===== src/rtl/frame_sequencer.sv =====
// frame_sequencer: per-frame scheduler for the framebuffer write path.
// Each frame runs three phases in order: erase old objects (clear engine),
// advance game state (physics), draw new objects (draw engine). The block
// owns the single framebuffer write port and muxes the clear/draw engines onto it.
// Optional feature macro: PAUSE_EN (pause input holds the sequencer in IDLE).
//
// state  | meaning
// IDLE   | waiting for frame_tick or a pending tick
// CLEAR  | clear engine erasing old objects, writes background colour
// UPDATE | physics engine advancing game state, no writes
// DRAW   | draw engine drawing new objects, writes foreground colour
module frame_sequencer #(
   parameter int COORD_W          = 11,
   parameter int H_RES            = 640,
   parameter int V_RES            = 480,
   parameter int MAX_PHASE_CYCLES = 524288
) (
   input  logic               clk,
   input  logic               reset,
   input  logic               frame_tick,
   input  logic               pause,
   output logic               clear_start,
   input  logic               clear_done,
   input  logic [COORD_W-1:0] clear_x,
   input  logic [COORD_W-1:0] clear_y,
   output logic               physics_start,
   input  logic               physics_done,
   output logic               draw_start,
   input  logic               draw_done,
   input  logic [COORD_W-1:0] draw_x,
   input  logic [COORD_W-1:0] draw_y,
   output logic [COORD_W-1:0] pix_x,
   output logic [COORD_W-1:0] pix_y,
   output logic               pix_color,
   output logic               pix_we,
   output logic               busy,
   output logic [7:0]         overrun,
   output logic               wdog_err
);

   typedef enum logic [1:0] {IDLE, CLEAR, UPDATE, DRAW} state_t;

   localparam int WD_W = (MAX_PHASE_CYCLES > 2) ? $clog2(MAX_PHASE_CYCLES) : 1;
   localparam logic [WD_W-1:0] WD_LAST = WD_W'(MAX_PHASE_CYCLES - 1);

   state_t               state_q, state_d;
   logic                 pending_q, pending_d;
   logic [7:0]           overrun_q, overrun_d;
   logic [WD_W-1:0]      wd_cnt_q, wd_cnt_d;
   logic                 wdog_err_q, wdog_err_d;
   logic                 clear_start_q, clear_start_d;
   logic                 physics_start_q, physics_start_d;
   logic                 draw_start_q, draw_start_d;
   logic [COORD_W-1:0]   pix_x_q, pix_x_d;
   logic [COORD_W-1:0]   pix_y_q, pix_y_d;
   logic                 pix_color_q, pix_color_d;
   logic                 pix_we_q, pix_we_d;

   logic hold;
   logic go;
   logic wd_hit;
   logic clr_vis;
   logic drw_vis;

`ifdef PAUSE_EN
   assign hold = pause;
`else
   // pause port kept for pin compatibility but has no effect in this build
   logic unused_pause;
   assign unused_pause = pause;
   assign hold = 1'b0;
`endif

   assign go      = (state_q == IDLE) && (frame_tick || pending_q) && !hold;
   assign wd_hit  = (state_q != IDLE) && (wd_cnt_q == WD_LAST);
   assign clr_vis = (clear_x < COORD_W'(H_RES)) && (clear_y < COORD_W'(V_RES));
   assign drw_vis = (draw_x < COORD_W'(H_RES)) && (draw_y < COORD_W'(V_RES));

   // Next-state, tick bookkeeping, watchdog and write-port mux
   always_comb begin
      state_d         = state_q;
      pending_d       = pending_q;
      overrun_d       = overrun_q;
      wdog_err_d      = wdog_err_q;
      clear_start_d   = 1'b0;
      physics_start_d = 1'b0;
      draw_start_d    = 1'b0;
      pix_x_d         = pix_x_q;
      pix_y_d         = pix_y_q;
      pix_color_d     = pix_color_q;
      pix_we_d        = 1'b0;

      // A tick arriving together with a consumed pending tick becomes the new pending one
      if (go) begin
         pending_d = frame_tick && pending_q;
      end else if (frame_tick) begin
         if (!pending_q)
            pending_d = 1'b1;
         else if (overrun_q != 8'hFF)
            overrun_d = overrun_q + 8'd1;
      end

      case (state_q)
         IDLE: begin
            if (go) begin
               state_d       = CLEAR;
               clear_start_d = 1'b1;
            end
         end
         CLEAR: begin
            pix_x_d     = clear_x;
            pix_y_d     = clear_y;
            pix_color_d = 1'b0;
            pix_we_d    = !clear_start_q && clr_vis;
            if (clear_done) begin
               state_d         = UPDATE;
               physics_start_d = 1'b1;
            end
         end
         UPDATE: begin
            if (physics_done) begin
               state_d      = DRAW;
               draw_start_d = 1'b1;
            end
         end
         DRAW: begin
            pix_x_d     = draw_x;
            pix_y_d     = draw_y;
            pix_color_d = 1'b1;
            pix_we_d    = !draw_start_q && drw_vis;
            if (draw_done)
               state_d = IDLE;
         end
         default: state_d = IDLE;
      endcase

      // Watchdog overrides any phase completion in the same cycle
      if (wd_hit) begin
         state_d         = IDLE;
         wdog_err_d      = 1'b1;
         pix_we_d        = 1'b0;
         physics_start_d = 1'b0;
         draw_start_d    = 1'b0;
      end

      if ((state_d != state_q) || (state_q == IDLE))
         wd_cnt_d = '0;
      else
         wd_cnt_d = wd_cnt_q + WD_W'(1);
   end

   // State and output registers, synchronous reset
   always_ff @(posedge clk) begin
      if (reset) begin
         state_q         <= IDLE;
         pending_q       <= 1'b0;
         overrun_q       <= 8'd0;
         wd_cnt_q        <= '0;
         wdog_err_q      <= 1'b0;
         clear_start_q   <= 1'b0;
         physics_start_q <= 1'b0;
         draw_start_q    <= 1'b0;
         pix_x_q         <= '0;
         pix_y_q         <= '0;
         pix_color_q     <= 1'b0;
         pix_we_q        <= 1'b0;
      end else begin
         state_q         <= state_d;
         pending_q       <= pending_d;
         overrun_q       <= overrun_d;
         wd_cnt_q        <= wd_cnt_d;
         wdog_err_q      <= wdog_err_d;
         clear_start_q   <= clear_start_d;
         physics_start_q <= physics_start_d;
         draw_start_q    <= draw_start_d;
         pix_x_q         <= pix_x_d;
         pix_y_q         <= pix_y_d;
         pix_color_q     <= pix_color_d;
         pix_we_q        <= pix_we_d;
      end
   end

   assign clear_start   = clear_start_q;
   assign physics_start = physics_start_q;
   assign draw_start    = draw_start_q;
   assign pix_x         = pix_x_q;
   assign pix_y         = pix_y_q;
   assign pix_color     = pix_color_q;
   assign pix_we        = pix_we_q;
   assign busy          = (state_q != IDLE);
   assign overrun       = overrun_q;
   assign wdog_err      = wdog_err_q;

endmodule


===== config.mk =====
export PLATFORM = sky130hd
export DESIGN_NAME = frame_sequencer
export DESIGN_NICKNAME = d
export VERILOG_FILES = /design/src/rtl/frame_sequencer.sv
export SDC_FILE = /design/constraint.sdc
export NUM_CORES = 1
export LEC_CHECK = 0
export ABC_AREA = 1
export ABC_CLOCK_PERIOD_IN_PS = 3700
export CORE_UTILIZATION = 35
export DETAILED_ROUTE_END_ITERATION = 6
export HOLD_SLACK_MARGIN = 0.03
export PLACE_DENSITY_LB_ADDON = 0.25
export REMOVE_ABC_BUFFERS = 1
export SETUP_SLACK_MARGIN = 0.02
export SYNTH_ARGS = -nofsm -noshare
export SYNTH_HDL_FRONTEND = slang
export SYNTH_SLANG_ARGS = --single-unit

===== constraint.sdc =====
create_clock -name clk -period 3.7 [get_ports clk]
set_input_delay 0.74 -clock clk [delete_from_list [all_inputs] [get_ports clk]]
set_output_delay 0.74 -clock clk [all_outputs]
set_load 0.01 [all_outputs]

* Word-level counts from Yosys, hierarchy flattened
Index checks and enable logic that the tools add are counted.
W data, S select, Z words.
** Word-level totals
- Register bits :: 58
- Input port bits :: 51
- Output and inout port bits :: 37
- Word-level logic and storage cells :: 64
** Cells by class
- Add/subtract/negate cells :: 2
- Magnitude comparators :: 4
- Equal/unequal tests :: 6
- Mux-type cells :: 15
- Bitwise operators :: 4
- Reductions and logical operators :: 21
** Operators by type and width (count)
- $pmux W11 S2 :: 2
- $lt A11 B10 Y1 const B :: 2
- $lt A11 B9 Y1 const B :: 2
- $add A19 B1 Y19 const B :: 1
- $eq A19 B19 Y1 const B :: 1
- $mux W2 :: 5
- $add A8 B1 Y8 const B :: 1
- $ne A8 B8 Y1 const B :: 1
- $pmux W2 S4 :: 1
- $logic_and A1 B1 Y1 :: 7
- $reduce_bool A2 Y1 :: 3
- $reduce_or A2 Y1 :: 3
- $reduce_or A3 Y1 :: 2
- $mux W1 :: 5
- $eq A2 B2 Y1 const B :: 2
- $not A1 Y1 :: 4
- $pmux W1 S2 :: 2
- $reduce_and A4 Y1 :: 1
- $eq A2 B1 Y1 const B :: 1
- $logic_not A1 Y1 :: 2
- $logic_not A2 Y1 :: 1
- $logic_or A1 B1 Y1 :: 2
- $ne A2 B2 Y1 :: 1

* Depth between registers and ports, before layout
Gate-level depths: netlist of run 1.
- Depth in word-level cells :: 8
- Gate-level depth with buffers :: 11
- Mapped depth without buffers :: 10

* Worst setup path before layout of run 1
Ideal clock, no wire load.
- Path type :: reg-to-reg
- Start point :: register wd_cnt_q[0]
- End point :: register wd_cnt_q[15]
- Setup time :: 117 ps
- Arrival :: 1556 ps
- Data required time :: 3583 ps
- Setup slack :: 2028 ps
- Cell stages (with the launch flop) :: 10
- Path buffers :: 1
- Period minus slack after synthesis :: 1672 ps
- Cell sequence :: dfxtp_1 -> ha_1 -> nand3_2 -> nor2_4 -> nand3_2 -> a21oi_1 -> nor2_2 -> nand2_4 -> buf_12 -> nor2_2
** On the way
- Longest elaborated chain between the ends :: 6
- Elaborated cells between the ends (all ways) :: 7
- Those cells by class :: 1 x add/sub; 2 x eq/ne; 1 x mux; 3 x reduce/logical
** RTL lines
- start: declaration :: RTL line 49 : logic [WD_W-1:0] wd_cnt_q, wd_cnt_d;
- start signal: assignment :: RTL line 171 : wd_cnt_q <= wd_cnt_d;
- $eq A19 B19 Y1 :: RTL line 75 : assign wd_hit = (state_q != IDLE) && (wd_cnt_q == WD_LAST);
- $logic_and A1 B1 Y1 :: RTL line 75
- $mux W2 :: RTL line 138 : if (wd_hit) begin
- $ne A2 B2 Y1 :: RTL line 146 : if ((state_d != state_q) || (state_q == IDLE))
- $logic_or A1 B1 Y1 :: RTL line 146
- $reduce_or A2 Y1 (no source line)
Parallel ways exist; a longest one is shown, timed or not.
A chain may end at the register's enable or synchronous reset.

* Final worst setup path of run 1
- Start point :: register state_q[1]
- End point :: output port busy
** On the way
- Longest elaborated chain between the ends :: 1
** RTL lines
- start: declaration :: RTL line 46 : state_t state_q, state_d;
- start signal: assignment :: RTL line 168 : state_q <= state_d;
- $reduce_bool A2 Y1 :: RTL line 190 : assign busy = (state_q != IDLE);
- end: declaration :: RTL line 36 : output logic busy,
Every way passes these cells.

==> flow_metrics.py, run 1 <==
metrics = {
    "yosys": {
        "syn-cell-area_um2": 2793,
        "syn_inst": 393,
        "synth_async_sr_flop_share_pct": 0,
        "synth-warning-count": 0,
        "synth_edf_count": 0,
        "synth_cell_types": 30,
        "avgSynthCellArea_um2": 7.106,
        "ys_ff_latch": 58,
        "synth_area_leaders": "dfxtp_1 (42%), nand2_1 (16%), inv_1 (7.7%), nor2_1 (4.7%), nand3_1 (4.7%)",
        "yosysTopAreaCell": "dfxtp_1",
        "synth_top_area_share_pct": 41.58,
        "synthFlopType": "dfxtp_1",
        "ys_seq_area_share_pct": 41.58,
    },
    "global_routing": {
        "first_global_vias": 2568,
        "antenna_found_initial": 0,
        "grt_pass1_wl_mm": 11.41,
        "grt_use_total_pct": 17.38,
        "grt_max_degree": 32,
        "gr-total-overflow": 0,
    },
    "place": {
        "gp_congestion": 0.7973,
        "dp_hpwl_mm": 4.725,
        "io_buffers": 86,
        "placed_cell_area_um2": 3739,
    },
    "floorplanning": {
        "rows": 32,
        "core_area_um2": 7727,
        "start_util_pct": 36.14,
        "die_h_um": 91.33,
        "die_w_um": 91.33,
        "dieArea_um2": 8340,
        "io_pins": 88,
    },
    "power_and_ir_drop": {
        "switching_share_pct": 25.20,
        "p_sw_mw": 0.3968,
        "p_comb_share_pct": 16.4,
        "p_leak_nw": 1.672,
        "power_density_nw_per_um2": 398.0,
        "seq_power_share_pct": 42.7,
        "pwr-share-clk_pct": 40.8,
        "total_power_mw": 1.575,
        "vdd_drop_max_uv": 141.0,
        "cellInternalPower_mw": 1.178,
    },
    "cts": {
        "cts_setup_buffers": 0,
        "cts_sinks": 58,
        "clock_tree.buffer_depth": 2,
        "root_buffer": "clkbuf_8",
        "htree_levels": 3,
        "numCtsBuffers": 9,
        "cts.clk_slew.worst_paths_ps": 70,
        "insertion_delay_ps": 340,
        "cts_resized": 0,
        "cts_hold_buf": 0,
        "cts_tree": "built",
    },
    "route": {
        "drcViolationCount": 0,
        "detail_route.vias_per_cell": 4.477,
        "ant_nets": 0,
        "drt_wl_total_mm": 6.617,
        "drt-initial-drc-count": 81,
        "firstDrtPassIters": 5,
        "routedWlPerCell_um": 11.23,
        "via_count": 2637,
    },
    "timing": {
        "drv_slew": 0,
        "rsz0062_at_grt": "false",
        "finalWorstPathRequiredPeriod_ps": 2336,
        "finalCritPeriodShare_pct": 63.15,
        "fmax_mhz": 428.0,
        "tightest_slew_ps": 720.7,
        "hold_viol_final": 0,
        "relSlewSlack_pct": 51.65,
        "setup_tns_ps": 0,
        "fin_skew_ps": 8.382,
        "finalSetupViolCount": 0,
    },
    "finish": {
        "area_growth_pct": 41.67,
        "final_area_um2": 3956,
        "n_antenna_cell": 0,
        "drive_gt1_share_pct": 8.624,
        "fin_nets": 535,
        "mostFrequentLayoutCell": "nand2_1",
        "layout_common_cells": "nand2_1 (117), clkdlybuf4s50_1 (86), dfxtp_1 (58), inv_1 (57), nor2_1 (35)",
    },
    "critical_path": {
        "r2r_setup_slack_ps": 1560,
        "path_class": "flip-flop to output pin",
        "cp-end-kind": "output pin",
        "cp.arrival_ps": 1600,
        "path_max_fanout": 5,
        "startpoint_type": "flip-flop",
        "r2r_cells": 9,
        "worstPathRequired_ps": 2960,
    },
    "worst_hold_path": {
        "hold_depth": 2,
        "hold_class": "flip-flop to flip-flop",
    },
    "run_status": {
        "outcome": "finished, final reports clean",
    },
    "flow_run": {
        "maxCapViolCount": 0,
    },
}
==> synth_stat cells (all sizes together), types with 9 or more instances <==
master	instances
inv	61
a21oi	9
nand3	28
dfxtp	58
nor2	50
o21ai	10
nand2	119
nand4	12
xor2	10
xnor2	9
==> critical path: stages (launching register included) <==
cell and delay [ps]:
dfxtp_1 500, nor2_2 130, inv_1 90, clkdlybuf4s50_1 540
==> layout make-up <==
class / count / area, µm²
clock buffer: 10 / 137.6
sequential: 58 / 1161
timing repair buffer: 87 / 868.3
multi-input combinational: 264 / 1346
fill: 768 / 3771
clock inverter: 6 / 80.08
inverter: 62 / 235.2
tap: 102 / 127.6
==> power groups by stage <==
stage / sequential (mW) / combinational [mW] / clock [mW]
floorplan: 0.697 / 0.111 / 0
CTS: 0.672 / 0.263 / 0.665
global placement: 0.686 / 0.259 / 0
finish: 0.673 / 0.259 / 0.643
detailed placement: 0.687 / 0.261 / 0
global route: 0.676 / 0.290 / 0.689
==> cell families after synthesis <==
logic type / Yosys count / synth area share, %
AND/OR/NAND/NOR: 217 / 35.80
buffers and inverters: 71 / 10.22
flip-flops: 58 / 41.58
AO/OA/AOI/OAI: 26 / 5.555
XOR/XNOR: 19 / 5.959
adder cells (fa/ha/maj): 2 / 0.8959
==> metal layers <==
layer / wire length, µm / up-vias / GRT usage (%)
met1: 3112 / 1165 / 20.47
met5: 0 / - / 0
met3: 327 / 6 / 3.015
li1: - / 1394 / -
met4: 96 / 0 / 9.788
met2: 3081 / 72 / 29.73
==> stage by stage <==
step           setup slack [ps]  hold WS [ps]  utilization, %  cells
2_1_floorplan              1892         441.5               -    384
3_3_place_gp               1415         465.9           48.38    573
3_5_place_dp               1422         467.0           48.38    573
4_1_cts                    1331         480.1           51.20    589
5_1_grt                    1278         498.9           51.20    589
6_report                   1364         469.5           51.20    589
==> path summary, 6_finish.rpt <==
path / startpoint / endpoint
worst max-delay path: state_q[1] / busy
worst min-delay path: wdog_err / wdog_err
worst max register to register: state_q[1] / wd_cnt_q[8]
worst min register to register: wdog_err / wdog_err
==> registers in the layout, indices dropped and copies added (netlist names) <==
register,flops
wd_cnt_q,19
pix_x,11
pix_y,11
overrun,8
state_q,2
clear_start,1
draw_start,1
pending_q,1
physics_start,1
pix_color,1
pix_we,1
wdog_err,1
No activity file was read; power rests on OpenSTA's default activity.
==> inputs of run 2 (changes only) <==
- ABC_CLOCK_PERIOD_IN_PS: 3700 -> 1990
- clock period: 3.7 -> 1.99 ns (I/O delays scaled with it)
==> run 2 against run 1 <==
Sequential share of layout area is 0.38 points lower. Register-to-register slack worse by 1300 ps. Clock skew is 4.3 ps lower. First-iteration DRC count is 25% higher. Clock power is 66% higher. Highest routed layer unchanged.
==> flow_metrics.py, run 2 (synthesis results as in run 1) <==
metrics = {
    "power_and_ir_drop": {
        "p_sw_mw": 0.7044,
        "pwr-share-clk_pct": 38.0,
        "vdd_drop_max_uv": 335.2,
        "switching_share_pct": 24.93,
        "p_comb_share_pct": 17.8,
        "p_leak_nw": 1.707,
        "cellInternalPower_mw": 2.121,
        "power_density_nw_per_um2": 704.2,
        "seq_power_share_pct": 44.2,
    },
    "cts": {
        "cts.clk_slew.worst_paths_ps": 60,
        "insertion_delay_ps": 330,
        "cts_hold_buf": 0,
        "numCtsBuffers": 9,
        "cts_sinks": 58,
        "htree_levels": 3,
        "cts_tree": "built",
        "root_buffer": "clkbuf_8",
        "clock_tree.buffer_depth": 2,
    },
    "critical_path": {
        "crit_family": "buffers and inverters",
        "max_stage_delay_ps": 490,
        "cp.arrival_ps": 1470,
        "crit_slowest_cell": "clkdlybuf4s50_1",
        "path_max_fanout": 5,
        "path_buf_inv": 2,
        "r2r_setup_slack_ps": 240,
        "startpoint_type": "flip-flop",
        "worstReg2RegEnd": "wd_cnt_q[4]",
        "r2r_cells": 9,
        "cp-end-kind": "output pin",
        "worstReg2RegStart": "wd_cnt_q[8]",
        "crit_chain": "nor2_2 -> inv_1 -> clkdlybuf4s50_1",
        "path_class": "flip-flop to output pin",
        "worstPathRequired_ps": 1590,
    },
    "route": {
        "drcViolationCount": 0,
        "detail_route.vias_per_cell": 4.476,
        "routedWlPerCell_um": 11.20,
        "ant_nets": 0,
        "wl_met2_mm": 3.083,
        "met3_length_um": 349,
        "via_count": 2681,
        "drt_wl_total_mm": 6.709,
        "top_layer": "met4",
        "met1Wirelength_mm": 3.138,
        "drt-initial-drc-count": 101,
        "firstDrtPassIters": 4,
    },
    "timing": {
        "hold_viol_final": 0,
        "fin_skew_ps": 4.098,
        "finalSetupViolCount": 0,
        "finalWorstPathRequiredPeriod_ps": 1871,
        "fmax_mhz": 534.5,
        "finalCritPeriodShare_pct": 94.02,
        "tightest_slew_ps": 362.1,
        "setup_tns_ps": 0,
        "relSlewSlack_pct": 75.84,
        "rsz0062_at_grt": "false",
        "drv_slew": 0,
    },
    "floorplanning": {
        "core_area_um2": 7727,
        "dieArea_um2": 8340,
        "io_pins": 88,
        "start_util_pct": 36.14,
        "rows": 32,
        "die_w_um": 91.33,
        "die_h_um": 91.33,
    },
    "global_routing": {
        "first_global_vias": 2500,
        "grt_use_total_pct": 17.77,
        "gr-total-overflow": 0,
        "grt_pass1_wl_mm": 11.59,
        "antenna_found_initial": 0,
        "grt_max_degree": 32,
    },
    "finish": {
        "mostFrequentLayoutCell": "nand2_1",
        "largest_reg_flops": 19,
        "fillers": 755,
        "multi_input_area_um2": 1346,
        "instances_no_fill": 599,
        "n_antenna_cell": 0,
        "top_register": "wd_cnt_q",
        "regArea_um2": 1162,
        "fin_nets": 545,
        "area_growth_pct": 43.68,
        "layout_common_cells": "nand2_1 (117), clkdlybuf4s50_1 (86), inv_1 (57), dfxtp_1 (57), nor2_1 (35)",
        "drive_gt1_share_pct": 10.06,
    },
    "place": {
        "io_buffers": 86,
        "dp_hpwl_mm": 4.781,
        "gp_congestion": 0.7473,
        "dp_cells": 583,
    },
    "worst_hold_path": {
        "holdPathEnd": "wdog_err",
        "hold_class": "flip-flop to flip-flop",
        "hold_depth": 2,
        "hold_start": "wdog_err",
    },
    "flow_run": {
        "maxCapViolCount": 0,
    },
    "run_status": {
        "outcome": "finished, final reports clean",
    },
}
==> run 2: per-layer routing <==
| layer | vias up | track usage [%] |
|---|---|---|
| li1 | 1419 | - |
| met1 | 1176 | 20.97 |
| met2 | 76 | 30.62 |
| met3 | 10 | 3.601 |
| met4 | 0 | 8.730 |
| met5 | - | 0 |
==> run 2: how the worst max path moves through the flow <==
stage	from	to	slack [ps]	depth (start not counted)
6_report	state_q[1]	busy	120	3
3_5_place_dp	draw_done	wd_cnt_q[6]	130	8
3_3_place_gp	draw_done	wd_cnt_q[0]	130	8
4_1_cts	state_q[0]	busy	50	3
2_1_floorplan	state_q[1]	wd_cnt_q[0]	300	9
5_1_grt	state_q[1]	busy	50	3
==> run 2: final cells by class <==
class	instances	share of cell area, %
multi-input cells	264	33.55
flip-flops and latches	58	28.97
repair buffers	97	23.51
inverters	62	5.862
clock buffers	14	4.054
well taps	102	3.181
clock inverters	2	0.8731
==> run 2: worst min-delay path: stages (launching register included) <==
cell and delay, ps:
dfxtp_1 310, inv_1 50, a21oi_1 50
==> run 2: stage by stage <==
stage,util (%),worst slack [ps],power (mW),instance area [µm²],hold slack (ps)
6_report,51.93,119.0,2.826,4013,450.2
5_1_grt,51.93,53.35,2.980,4013,505.3
4_1_cts,51.91,45.28,2.867,4011,449.4
3_5_place_dp,49.35,126.6,1.779,3814,439.4
3_3_place_gp,49.35,134.7,1.773,3814,438.2
2_1_floorplan,-,304.8,1.503,2743,441.5
==> run 2: power by group through the flow <==
stage	Clock (mW)	Sequential, mW	Combinational [mW]
finish	1.07	1.25	0.504
global route	1.17	1.25	0.559
CTS	1.11	1.25	0.508
detailed placement	0	1.27	0.505
global placement	0	1.27	0.501
floorplan	0	1.30	0.206
==> run 2: what timing repair did <==
item                                    CTS  global route
resized for setup                         0             1
endpoints found under the setup margin    0             1
setup buffers                             0             0
